--- config.mk ---
export PLATFORM = sky130hd
export DESIGN_NAME = msp430_prog_loader
export DESIGN_NICKNAME = d
export VERILOG_FILES = /design/src/rtl/msp430_prog_loader.sv
export SDC_FILE = /design/constraint.sdc
export NUM_CORES = 1
export LEC_CHECK = 0
export CAP_MARGIN = 20
export CORE_MARGIN = 8
export CORE_UTILIZATION = 48
export CTS_CLUSTER_DIAMETER = 100
export DETAILED_ROUTE_END_ITERATION = 12
export HOLD_SLACK_MARGIN = 0.05
export MAX_ROUTING_LAYER = met4
export PLACE_DENSITY_LB_ADDON = 0.08
export RECOVER_POWER = 50
export SYNTH_ARGS = -nofsm -noshare
export SYNTH_HDL_FRONTEND = slang
export SYNTH_SLANG_ARGS = --single-unit
export TNS_END_PERCENT = 50
--- constraint.sdc ---
create_clock -name Clk -period 2.2 [get_ports Clk]
set_input_delay 0.44 -clock Clk [delete_from_list [all_inputs] [get_ports Clk]]
set_output_delay 0.44 -clock Clk [all_outputs]
set_load 0.005 [all_outputs]
--- src/rtl/msp430_prog_loader.sv ---
// Framed byte-stream program loader: fills instruction memory and holds Load_en.
// Optional inter-byte timeout is enabled with `define LOADER_TIMEOUT_EN.
module msp430_prog_loader #(
  parameter int         ADDR_W      = 10,
  parameter logic [7:0] START_BYTE  = 8'hA5,
  parameter int         TIMEOUT_CYC = 1000
) (
  input  logic              Clk,
  input  logic              Rst,
  input  logic [7:0]        Byte_data,
  input  logic              Byte_valid,
  output logic              Byte_ready,
  output logic              Load_en,
  output logic              Mem_wr_en,
  output logic [ADDR_W-1:0] Mem_addr,
  output logic [15:0]       Mem_data,
  output logic [7:0]        Word_cnt,
  output logic              Done,
  output logic              Err
);

  typedef enum logic [2:0] {
    S_IDLE, S_LEN, S_LO, S_HI, S_WRITE, S_CHK
  } state_t;

  state_t            state, state_n;
  logic [7:0]        chk;
  logic [7:0]        remaining;
  logic [7:0]        lo;
  logic [ADDR_W-1:0] addr;
  logic              wr;
  logic              acc;
  logic              tmo;

  assign Byte_ready = Rst && (state != S_WRITE);
  assign acc        = Byte_valid && Byte_ready;
  assign Mem_wr_en  = wr && Rst;

`ifdef LOADER_TIMEOUT_EN
  localparam int TW = $clog2(TIMEOUT_CYC + 1);
  logic [TW-1:0] idle_cnt;
  logic          waiting;

  assign waiting = (state inside {S_LEN, S_LO, S_HI, S_CHK}) && !acc;
  assign tmo     = waiting && (idle_cnt == TW'(TIMEOUT_CYC - 1));

  always_ff @(posedge Clk) begin
    if (!Rst)
      idle_cnt <= '0;
    else if (waiting && !tmo)
      idle_cnt <= idle_cnt + 1'b1;
    else
      idle_cnt <= '0;
  end
`else
  assign tmo = 1'b0;
`endif

  always_comb begin
    state_n = state;
    unique case (state)
      S_IDLE:  if (acc && Byte_data == START_BYTE) state_n = S_LEN;
      S_LEN:   if (acc) state_n = (Byte_data == 8'd0) ? S_CHK : S_LO;
      S_LO:    if (acc) state_n = S_HI;
      S_HI:    if (acc) state_n = S_WRITE;
      S_WRITE: state_n = (remaining == 8'd1) ? S_CHK : S_LO;
      S_CHK:   if (acc) state_n = S_IDLE;
      default: state_n = S_IDLE;
    endcase
    if (tmo) state_n = S_IDLE;
  end

  always_ff @(posedge Clk) begin
    if (!Rst) begin
      state     <= S_IDLE;
      chk       <= '0;
      remaining <= '0;
      lo        <= '0;
      addr      <= '0;
      wr        <= 1'b0;
      Load_en   <= 1'b0;
      Mem_addr  <= '0;
      Mem_data  <= '0;
      Word_cnt  <= '0;
      Done      <= 1'b0;
      Err       <= 1'b0;
    end else begin
      state <= state_n;
      wr    <= 1'b0;
      unique case (state)
        S_IDLE: if (acc && Byte_data == START_BYTE) begin
          Load_en  <= 1'b1;
          Done     <= 1'b0;
          Err      <= 1'b0;
          Word_cnt <= '0;
          chk      <= '0;
          addr     <= '0;
        end
        S_LEN: if (acc) remaining <= Byte_data;
        S_LO: if (acc) begin
          lo  <= Byte_data;
          chk <= chk ^ Byte_data;
        end
        S_HI: if (acc) begin
          chk      <= chk ^ Byte_data;
          Mem_addr <= addr;
          Mem_data <= {Byte_data, lo};
          wr       <= 1'b1;
        end
        S_WRITE: begin
          addr      <= addr + 1'b1;
          Word_cnt  <= Word_cnt + 1'b1;
          remaining <= remaining - 1'b1;
        end
        S_CHK: if (acc) begin
          Load_en <= 1'b0;
          Done    <= (Byte_data == chk);
          Err     <= (Byte_data != chk);
        end
        default: ;
      endcase
      if (tmo) begin
        Err     <= 1'b1;
        Load_en <= 1'b0;
      end
    end
  end

endmodule

==> reports/metrics.yaml <==
required_ns: 1.76
n_antenna_cell: 0
cts_tree: "yes"
leakage_nw: 1.66
ys_warn_count: 0
io_buffers: 49
worstHoldStart: "Mem_data[2]"
max-vdd-ir-drop_mv: 0.417
cts_buffer_depth: 2
final_cell_area_um2: 4310
maxSlewViolCount: 0
final_cell_mix: "74 x dfxtp_1, 72 x nand2_1, 58 x a21oi_1"
cp_max_fo: 7
die_x_um: 99.5
fill_cells: 617
vias: 3087
clk_latency_ns: 0.34
cap_violations: 0
post-place-cells: 541
finalSetupViolations: 0
worst_pin_slew_ns: 0.773
cts_buffers: 9
grt_start_max_net_pins: 68
nets: 488
fin_cells: 557
synth.distinct_cells: 46
min_path_type: "reg2reg"
finalHoldViolations: 0
grt_util_all_layers_pct: 18.1
yosysSeqAreaShare_pct: 44.8
max_slew_margin_pct: 48.5
core_area_um2: 6760
final_antenna_net_count: 0
worstReg2RegStart: "state[2]"
syn-mean-instance-area_um2: 8.11
end_kind: "output port"
final_common_cell: "dfxtp_1"
area_growth_pct: 28.7
status: "complete, no violations"
cp.arrival_ns: 1.70
rsz0062_at_grt: "no"
placementRows: 30
crit_type: "in2out"
drc_errors: 0
netlist_area_um2: 3350
dpl-instance-area_um2: 4060
holdPathEnd: "Mem_data[2]"
ys_seq_elements: 75
synth_edf_count: 0
routabilityCongestion: 0.818
startpoint_type: "input pin"
cts_root_buf: "clkbuf_8"
hold_buffers: 0
dieArea_um2: 9910
wl_per_cell_um: 15.4
grt_pass1_wl_um: 14200
antenna_found_initial: 0
hold_depth: 2
async_reset_ff_share_pct: 0
power.density_nw_per_um2: 607
dominantRegCellSynth: "dfxtp_1"
die_h_um: 99.5
clkSlewWorstSetupHoldPaths_ns: 0.08
finalCritPeriodShare_pct: 97.2
first_iter_violations: 149
worstReg2RegEnd: "Word_cnt[6]"
layout-drive-gt1-share_pct: 14.3
syn_nets: 428
grt_pass1_vias: 3005
cts-htree-levels: 3
dp_hpwl_um: 5890
pin_count: 50
min_period_ns: 2.14
r2r_slack_ns: 0.21
start_util_pct: 49.6
overflow: 0
cts_sinks: 75
first_pass_iters: 4
max_freq_ghz: 0.468
vias_per_cell: 5.54
rr_worst_depth: 5
wl_um: 8570
synthCells: 413
skew_ns: 0.00815
## critical path: stages
cell	delay (ns)
clkdlybuf4s50_1	0.48
buf_6	0.15
and2_1	0.13
clkdlybuf4s50_1	0.49
## per-layer routing
layer	vias to the layer above	global-route usage, %	part of all wire, %
li1	1566	-	-
met4	0	7.57	0.85
met3	7	4.33	5.2
met5	-	-	0
met2	81	29.8	49
met1	1433	20.6	45
## repair_timing
action / 4_1_cts / 5_1_grt
endpoints found under the hold margin: 0 / 0
pin swaps: 1 / 2
resized for setup: 7 / 6
setup buffers: 0 / 0
cloned: 0 / 1
setup endpoints to repair: 12 / 5
## cells in the mapped netlist (2+ instances only)
library cell | count | area share (%)
inv_1 | 5 | 0.56
buf_6 | 2 | 0.67
o311ai_0 | 4 | 1.0
nand2_1 | 73 | 8.2
o21a_1 | 3 | 0.67
clkbuf_1 | 27 | 3.0
or4_1 | 4 | 0.90
xnor2_1 | 8 | 2.1
o221ai_1 | 2 | 0.52
and2_1 | 2 | 0.37
mux2i_1 | 8 | 2.4
nor4_1 | 6 | 1.1
nand2b_1 | 7 | 1.3
a311oi_1 | 3 | 0.78
buf_2 | 4 | 0.60
o21ai_0 | 6 | 0.90
and3_1 | 4 | 0.75
nand4_1 | 7 | 1.3
o211ai_1 | 4 | 0.90
ha_1 | 4 | 1.5
nor3b_1 | 3 | 0.67
nand3_1 | 23 | 3.4
dfxtp_1 | 75 | 45
a31oi_1 | 6 | 1.1
nor3_1 | 5 | 0.75
a21oi_2 | 2 | 0.52
or3_1 | 4 | 0.75
a21oi_1 | 58 | 8.7
a211oi_1 | 5 | 1.1
or2_2 | 13 | 2.4
nor2_1 | 21 | 2.4
## power by group
| group | switching, mW | internal (mW) |
|---|---|---|
| Sequential | 0.000411 | 1.36 |
| Clock | 0.516 | 0.636 |
| Combinational | 0.0623 | 0.0444 |
## cells by family after synthesis
family,after synthesis,synth area share (%)
and+or+nand+nor,178,26.0
AOI/OAI and AO/OA,98,17.5
DFF,75,44.8
buffers and inverters,40,5.08
xor gates and xnor gates,9,2.35
muxes,9,2.73
adders and majority gates,4,1.49
## through the flow
| step | TNS, ns | total power, mW | util, % | hold WS [ns] | setup WS (ns) |
|---|---|---|---|---|---|
| final | 0 | 2.62 | 63.8 | 0.452 | 0.0618 |
| after floorplan | 0 | 1.44 | - | 0.432 | 0.0271 |
| after global placement | -8.83 | 1.50 | 60.1 | 0.441 | -0.410 |
| after detailed placement | -9.55 | 1.50 | 60.1 | 0.445 | -0.451 |
| after CTS | 0 | 2.65 | 63.5 | 0.457 | 0.0270 |
| after global routing | 0 | 2.70 | 63.8 | 0.471 | 0.00716 |
## sequential cells by signal, indices dropped and copies added (netlist names), 3 cells and up
name	count
state	3
Mem_data	16
Word_cnt	8
lo	8
addr	10
chk	8
Mem_addr	10
remaining	8
## layout make-up
type,instances,area (um^2),share of cell area (%)
multi-input combinational,298,1690,39.2
sequential,75,1500,34.9
timing repair buffer,83,782,18.1
clock buffer,9,124,2.87
tap,80,100,2.32
clock inverter,6,90.1,2.09
inverter,6,22.5,0.522
## how the worst max path moves through the flow
stage / startpoint / end / slack [ns] / cells past startpoint
6_report: Rst / Mem_wr_en / 0.06 / 4
5_1_grt: Rst / Mem_addr[5] / 0.007 / 8
3_3_place_gp: Byte_data[3] / Word_cnt[6] / -0.41 / 6
3_5_place_dp: Byte_data[3] / addr[4] / -0.45 / 6
4_1_cts: Byte_data[3] / Word_cnt[6] / 0.03 / 6
2_1_floorplan: Byte_data[4] / addr[7] / 0.03 / 7
No activity file was read; power rests on OpenSTA's default activity.
